`src/rtl/operand_seq.sv`:
```
// Operand-fetch sequencer for an MSP430-style datapath.
// Walks the addressing modes of one decoded instruction: source extension-word fetch,
// source memory read, destination extension-word fetch, destination memory read.
// It then presents the resolved operands to execute with a valid/ready handshake.
// All outputs are registered. Each output is loaded on the transition into the state
// that uses it, so MAB_SEL is already correct during that state's memory read.
module operand_seq #(
    parameter int          SIZE     = 16,
    parameter logic [2:0]  MAB_PC   = 3'd0,
    parameter logic [2:0]  MAB_CALC = 3'd1,
    parameter logic [2:0]  MAB_SRC  = 3'd2,
    parameter logic [2:0]  MAB_DST  = 3'd3
) (
    input  logic             clk,
    input  logic             rst,
    input  logic             instr_valid,
    input  logic [1:0]       FORMAT,
    input  logic [2:0]       AdAs,
    input  logic             BW,
    input  logic [3:0]       reg_SA,
    input  logic [3:0]       reg_DA,
    input  logic [SIZE-1:0]  Sout,
    input  logic [SIZE-1:0]  Dout,
    input  logic [SIZE-1:0]  MDB_out,
    input  logic             exec_ready,
    output logic [2:0]       MAB_SEL,
    output logic [SIZE-1:0]  CALC_OUT,
    output logic             pc_inc,
    output logic             sa_inc,
    output logic [1:0]       sa_step,
    output logic [SIZE-1:0]  src_op,
    output logic [SIZE-1:0]  dst_op,
    output logic [SIZE-1:0]  dst_addr,
    output logic             op_valid,
    output logic             busy
);

    typedef enum logic [2:0] {
        S_IDLE, S_SX_FETCH, S_SRC_RD, S_DX_FETCH, S_DST_RD, S_EXEC
    } state_t;

    state_t            state_q, state_d;
    logic [1:0]        fmt_q, fmt_d, as_q, as_d;
    logic              ad_q, ad_d;
    logic [3:0]        sa_q, sa_d, da_q, da_d;
    logic [2:0]        mab_sel_q, mab_sel_d;
    logic [SIZE-1:0]   calc_q, calc_d, src_op_q, src_op_d, dst_op_q, dst_op_d;
    logic [SIZE-1:0]   dst_addr_q, dst_addr_d;
    logic              pc_inc_q, pc_inc_d, sa_inc_q, sa_inc_d, op_valid_q, op_valid_d;
    logic              busy_q, busy_d;
    logic [1:0]        sa_step_q, sa_step_d;

    // Working view of the instruction fields: live inputs while idle, latched copy otherwise.
    logic [1:0]        f_fmt, f_as;
    logic              f_ad;
    logic [3:0]        f_sa;
    logic              is_const, src_mem, src_x, dst_x, autoinc;

    // MAB_DST belongs to the shared select encoding but this sequencer never issues it.
    logic              unused_mab_dst;
    assign unused_mab_dst = ^MAB_DST;

    // R3 (any As) and R2 (As=10/11) act as constant generators.
    function automatic logic [SIZE-1:0] const_gen(input logic [3:0] sa, input logic [1:0] as);
        logic [SIZE-1:0] v;
        if (sa == 4'd2) begin
            v = as[0] ? SIZE'(8) : SIZE'(4);
        end else begin
            case (as)
                2'b00:   v = '0;
                2'b01:   v = SIZE'(1);
                2'b10:   v = SIZE'(2);
                default: v = '1;
            endcase
        end
        return v;
    endfunction

    // Decode which addressing phases the current instruction needs.
    always_comb begin
        f_fmt    = (state_q == S_IDLE) ? FORMAT    : fmt_q;
        f_as     = (state_q == S_IDLE) ? AdAs[1:0] : as_q;
        f_ad     = (state_q == S_IDLE) ? AdAs[2]   : ad_q;
        f_sa     = (state_q == S_IDLE) ? reg_SA    : sa_q;
        is_const = (f_sa == 4'd3) || ((f_sa == 4'd2) && f_as[1]);
        src_mem  = !f_fmt[1] && !is_const && (f_as != 2'b00);
        src_x    = src_mem && (f_as == 2'b01);
        autoinc  = src_mem && (f_as == 2'b11);
        dst_x    = (f_fmt == 2'b00) && f_ad;
    end

    // Next state and next values of every registered output.
    always_comb begin
        state_d    = state_q;
        fmt_d      = fmt_q;
        as_d       = as_q;
        ad_d       = ad_q;
        sa_d       = sa_q;
        da_d       = da_q;
        calc_d     = calc_q;
        src_op_d   = src_op_q;
        dst_op_d   = dst_op_q;
        dst_addr_d = dst_addr_q;
        sa_step_d  = sa_step_q;

        case (state_q)
            S_IDLE: begin
                if (instr_valid) begin
                    fmt_d      = FORMAT;
                    as_d       = AdAs[1:0];
                    ad_d       = AdAs[2];
                    sa_d       = reg_SA;
                    da_d       = reg_DA;
                    // Byte autoincrement steps by 1 except on PC and SP, which stay word aligned.
                    sa_step_d  = (BW && (reg_SA > 4'd1)) ? 2'd1 : 2'd2;
                    dst_addr_d = '0;
                    src_op_d   = f_fmt[1] ? '0 : (is_const ? const_gen(f_sa, f_as) : Sout);
                    dst_op_d   = (f_fmt == 2'b00 && !f_ad) ? Dout : '0;
                    if (src_x)        state_d = S_SX_FETCH;
                    else if (src_mem) state_d = S_SRC_RD;
                    else if (dst_x)   state_d = S_DX_FETCH;
                    else              state_d = S_EXEC;
                end
            end
            S_SX_FETCH: begin
                calc_d  = (sa_q == 4'd2) ? MDB_out : Sout + MDB_out;
                state_d = S_SRC_RD;
            end
            S_SRC_RD: begin
                src_op_d = MDB_out;
                state_d  = dst_x ? S_DX_FETCH : S_EXEC;
            end
            S_DX_FETCH: begin
                calc_d     = (da_q == 4'd2) ? MDB_out : Dout + MDB_out;
                dst_addr_d = calc_d;
                state_d    = S_DST_RD;
            end
            S_DST_RD: begin
                dst_op_d = MDB_out;
                state_d  = S_EXEC;
            end
            S_EXEC: begin
                if (exec_ready) state_d = S_IDLE;
            end
            default: state_d = S_IDLE;
        endcase

        // Outputs that belong to the state being entered.
        case (state_d)
            S_SRC_RD: mab_sel_d = (state_q == S_SX_FETCH) ? MAB_CALC : MAB_SRC;
            S_DST_RD: mab_sel_d = MAB_CALC;
            default:  mab_sel_d = MAB_PC;
        endcase
        pc_inc_d   = (state_d == S_SX_FETCH) || (state_d == S_DX_FETCH) ||
                     ((state_d == S_SRC_RD) && autoinc && (f_sa == 4'd0));
        sa_inc_d   = (state_d == S_SRC_RD) && autoinc && (f_sa != 4'd0);
        op_valid_d = (state_d == S_EXEC);
        busy_d     = (state_d != S_IDLE);
    end

    // Sequencer state and registered outputs; reset clears any pending pulse at once.
    always_ff @(posedge clk or posedge rst) begin
        if (rst) begin
            state_q    <= S_IDLE;
            fmt_q      <= '0;
            as_q       <= '0;
            ad_q       <= 1'b0;
            sa_q       <= '0;
            da_q       <= '0;
            mab_sel_q  <= MAB_PC;
            calc_q     <= '0;
            src_op_q   <= '0;
            dst_op_q   <= '0;
            dst_addr_q <= '0;
            pc_inc_q   <= 1'b0;
            sa_inc_q   <= 1'b0;
            sa_step_q  <= 2'd2;
            op_valid_q <= 1'b0;
            busy_q     <= 1'b0;
        end else begin
            state_q    <= state_d;
            fmt_q      <= fmt_d;
            as_q       <= as_d;
            ad_q       <= ad_d;
            sa_q       <= sa_d;
            da_q       <= da_d;
            mab_sel_q  <= mab_sel_d;
            calc_q     <= calc_d;
            src_op_q   <= src_op_d;
            dst_op_q   <= dst_op_d;
            dst_addr_q <= dst_addr_d;
            pc_inc_q   <= pc_inc_d;
            sa_inc_q   <= sa_inc_d;
            sa_step_q  <= sa_step_d;
            op_valid_q <= op_valid_d;
            busy_q     <= busy_d;
        end
    end

    assign MAB_SEL  = mab_sel_q;
    assign CALC_OUT = calc_q;
    assign pc_inc   = pc_inc_q;
    assign sa_inc   = sa_inc_q;
    assign sa_step  = sa_step_q;
    assign src_op   = src_op_q;
    assign dst_op   = dst_op_q;
    assign dst_addr = dst_addr_q;
    assign op_valid = op_valid_q;
    assign busy     = busy_q;

endmodule

```
`config.mk`:
```
export PLATFORM = sky130hd
export DESIGN_NAME = operand_seq
export DESIGN_NICKNAME = d
export VERILOG_FILES = /design/src/rtl/operand_seq.sv
export SDC_FILE = /design/constraint.sdc
export NUM_CORES = 1
export LEC_CHECK = 0
export CAP_MARGIN = 20
export CORE_MARGIN = 2
export CORE_UTILIZATION = 52
export CTS_CLUSTER_SIZE = 40
export DETAILED_ROUTE_END_ITERATION = 10
export PLACE_DENSITY = 0.95
export SYNTH_ARGS = -nofsm -noshare
export SYNTH_HDL_FRONTEND = slang
export SYNTH_SLANG_ARGS = --single-unit
```
`constraint.sdc`:
```
create_clock -name clk -period 4.05 [get_ports clk]
set_clock_uncertainty 0.05 [all_clocks]
set_input_delay 0.405 -clock clk [delete_from_list [all_inputs] [get_ports clk]]
set_output_delay 0.405 -clock clk [all_outputs]
set_load 0.03 [all_outputs]
```
==> key figures <==
Placement
  – Port Buffer Count: ~140
  – RePlAce Congestion: roughly 0.89
  – Final HPWL from detailed placement: 13500 microns

STA
  – Max-slew violations: 0
  – Fin. Hold Viols: 0
  – Worst slew margin relative to its limit: 27.6%
  – Final Setup Violations: 0
  – Setup repair after global routing missed its margin: false
  – Slew @ Worst Pin: 1.08 ns
  – Tmin final: around 3.4 ns
  – Tcrit/Tclk final: a little over four fifths
  – Highest achievable clock rate: approximately 300 MHz
  – Final sum of negative setup slack: 0 ns

Yosys
  – Adder-Cell Fraction of Synth Area: under 10%
  – Total of flip-flops plus latches after synthesis: just under 90
  – Parity-gate share of the synthesized area counting xor and xnor cells: approximately 2.4%
  – Cell type contributing the most total cell area after synthesis: dfrtp_1
  – Share of async-settable or async-resettable flops after synthesis: 100%
  – Number of enable flip-flop cells after synthesis: 0
  – Area fraction of the dominant cell type after synthesis: between 30% and 40%
  – Count of synthesis-stage warnings from yosys: 0
  – Sequential cell area fraction in the yosys report: ~38%
  – Net Count, Synth: roughly 760
  – Mean post-synth cell area: between 8 and 9 sq um
  – Compound-gate portion of the synthesized area: approximately a quarter
  – Post-synth design cell area: about 5700 sq um
  – Main combinational cell family by area after synthesis: compound AO/OA/AOI/OAI gates
  – Count of distinct cell types in the synthesized netlist: 76
  – Post-Synth Simple-Gate Area: between 15 and 20%
  – Mux share of post-synthesis cell area: 3.28%
  – Ys flop type: dfrtp_1
  – Cell count after synthesis: around 660
  – Leading post-synthesis cells by cell area: dfrtp_1 (38%), nand2_1 (7.5%), ha_1 (6.6%), o21ai_0 (4.7%), nor2_1 (4.0%)

Routing
  – Avg Vias per Cell: about 6.3
  – Number of nets with antenna violations after routing: 0
  – First drt pass iteration count: 5
  – Number of vias in the routed layout: between 5000 and 6000
  – Post-route DRC: 0
  – Drt initial violations: 540
  – Average detailed-routed wire length per instance: 19.2 microns
  – Final Routed Wirelength: approximately 18000 microns

Global route
  – Number of global-route vias before repair: around 5600
  – Global-route wire length before repair: 28300 microns
  – Remaining global-route overflow: 0
  – Largest net degree at the start of global routing: 36
  – Global-route layer with the greatest usage: met2
  – Initial antenna violation count: 0
  – Met2 usage in global routing: 51.1%
  – Met1 GRT Util: 40.1%
  – GR Util All Layers: a little over 30%
  – Met3 routing resource usage after global routing: between 4 and 5%

Clocking
  – CTS H-tree lvls: 3
  – Number of post-CTS setup repair buffers: 0
  – Clk sink count: between 80 and 90
  – Clock latency on the worst-skew pair: 0.37 ns
  – Clock root buffer master: clkbuf_8
  – Max Buffers Root-to-Sink: 2
  – Clock buffers created by TritonCTS: 9
  – Post-cts sizing count: 0
  – Post-CTS clock slew at the launch and capture registers of the worst setup and hold paths: 0.10 ns
  – CTS tree: done
  – Number of buffers added to fix hold violations after cts: 0

Layout
  – Fraction of final layout cells with drive strength greater than 1: approximately 6.3%
  – Post-layout nets: a little under 900
  – Synth-to-Final Area Change: 30.1%
  – Ant. Diodes: 0
  – Fill count: 800

Flow run
  – # Max-Cap Violations: 0

Setup path
  – Arrival time at the worst endpoint: 3.61 ns
  – Startpoint type of the worst setup path: flop
  – Cells traversed along the worst timing path: nor3_4, mux2i_1, a21oi_1, a21oi_1, o21ai_0, a31oi_1
  – Startpoint of the lowest-slack register-to-register path: state_q[0]
  – Worst-path cell with the longest stage delay: a21oi_1
  – Data required time at the worst endpoint: around 4.3 ns
  – Cell type group with the largest total delay on the critical path: compound AO/OA/AOI/OAI gates
  – Worst R2R Path Depth: 6
  – Crit path kind: reg -> reg
  – Critical register-to-register path endpoint: src_op[7]
  – Critical path launch point: state_q[0]
  – Setup slack of the most critical reg-to-reg path: 0.67 ns
  – Crit path buf inv count: 0
  – Category of the worst setup path capture point: flop
  – Largest fanout of any net on the critical path: 13
  – Delay of the slowest cell on the worst path: a little under 0.7 ns
  – Worst path most repeated cell: a21oi_1

Floorplanning
  – Core outline area: 10800 sq um
  – Number of top-level pins: between 100 and 150
  – Height of the die: 109 microns
  – Initial cell density of the core: 53.1%
  – Row Count: 38
  – Overall die width: about 110 microns
  – Die ar.: 11900 sq um

Power
  – Total power per unit cell area: 739 nW/um^2
  – Total leakage power: 0.00330 uW
  – Overall power: 5500 uW
  – Peak VDD IR: ~0.00041 V

Outcome
  – Result of the run: complete, no violations

Hold path
  – Min-delay worst type: in -> async
-- worst max-delay path by stage --
stage                               to  depth (start not counted)
after floorplan            CALC_OUT[0]                          1
after global placement    CALC_OUT[14]                         11
after detailed placement  CALC_OUT[14]                         11
after CTS                    src_op[7]                          6
after global routing        src_op[15]                          6
final                        src_op[7]                          6
-- routing by layer --
layer  share of wire, %  wire, microns  vias up
li1                   -              -     2669
met1                 40           7160     2794
met2                 48           8640      394
met3                9.5           1700       56
met4                2.3            414        0
met5                  0              0        -
-- report_power, final --
group | internal (uW) | leakage [uW] | switching [uW] | total [uW]
clock network | 292 | 0.0000977 | 348 | 640
logic | 1320 | 0.00212 | 1960 | 3280
registers | 1290 | 0.00108 | 298 | 1590
total | 2900 | 0.00330 | 2610 | 5500
-- cell usage in the layout (no fill, tap or decap), types with 10 or more instances in the layout --
master / n
a221o_1: 20
nand2_1: 115
o21a_1: 13
xnor2_1: 14
mux2i_1: 14
ha_1: 30
clkdlybuf4s50_1: 137
a21o_1: 15
o21ai_0: 54
nor2_1: 61
buf_4: 13
dfrtp_1: 87
nor3_1: 12
nand3_1: 10
a21oi_1: 42
inv_1: 14
-- stage by stage --
stage	setup WS [ns]	util, %	area, sq um	hold WS (ns)	cells
after detailed placement	0.671	67.2	7250	0.427	918
after global routing	0.489	69.0	7450	0.423	934
final	0.674	69.0	7450	0.367	934
after floorplan	1.32	-	5730	0.397	661
after CTS	0.838	69.0	7450	0.385	934
after global placement	0.776	67.2	7250	0.411	918
-- cells by family after synthesis --
logic type	after synthesis
muxes	18
buffers and inverters	49
AOI/OAI and AO/OA	211
xor gates and xnor gates	16
adders and majority gates	32
DFF	88
and+or+nand+nor	246
other	1
-- sequential cells by signal, summed over array words and instances (netlist names), 2 cells and up --
| register | cells |
|---|---|
| state_q | 3 |
| src_op | 16 |
| da_q | 4 |
| CALC_OUT | 16 |
| sa_q | 4 |
| fmt_q | 2 |
| sa_step | 2 |
| as_q | 2 |
| MAB_SEL | 2 |
| dst_op | 16 |
| dst_addr | 16 |
-- final cells by class --
type	instances	area (sq um)	area share [%]
Tap cell	140	175	2.35
Multi-Input combinational cell	524	3340	44.8
Inverter	16	61.3	0.823
Timing Repair Buffer	150	1470	19.7
Clock inverter	7	78.8	1.06
Sequential cell	88	2200	29.6
Clock buffer	9	124	1.66
-- synthesized netlist by cell type, types with 3 or more instances --
| library cell | n |
|---|---|
| mux2_2 | 3 |
| a211oi_1 | 9 |
| clkbuf_1 | 26 |
| a221o_1 | 20 |
| a31oi_1 | 9 |
| and3_1 | 5 |
| a21o_1 | 15 |
| buf_1 | 3 |
| a211o_1 | 4 |
| nor2_1 | 61 |
| nand4_1 | 4 |
| xnor2_1 | 14 |
| and2_1 | 7 |
| nand2b_1 | 4 |
| dfrtp_1 | 87 |
| o21bai_1 | 5 |
| or3_1 | 5 |
| nand3_1 | 10 |
| nand2_1 | 115 |
| o21a_1 | 13 |
| o31ai_1 | 4 |
| inv_1 | 15 |
| nor4_1 | 4 |
| a22oi_1 | 5 |
| o311a_1 | 3 |
| mux2i_1 | 14 |
| o21ai_0 | 54 |
| a21oi_1 | 42 |
| ha_1 | 30 |
| nor3_1 | 12 |
| o211ai_1 | 4 |
(Power assumes the default switching activity.)
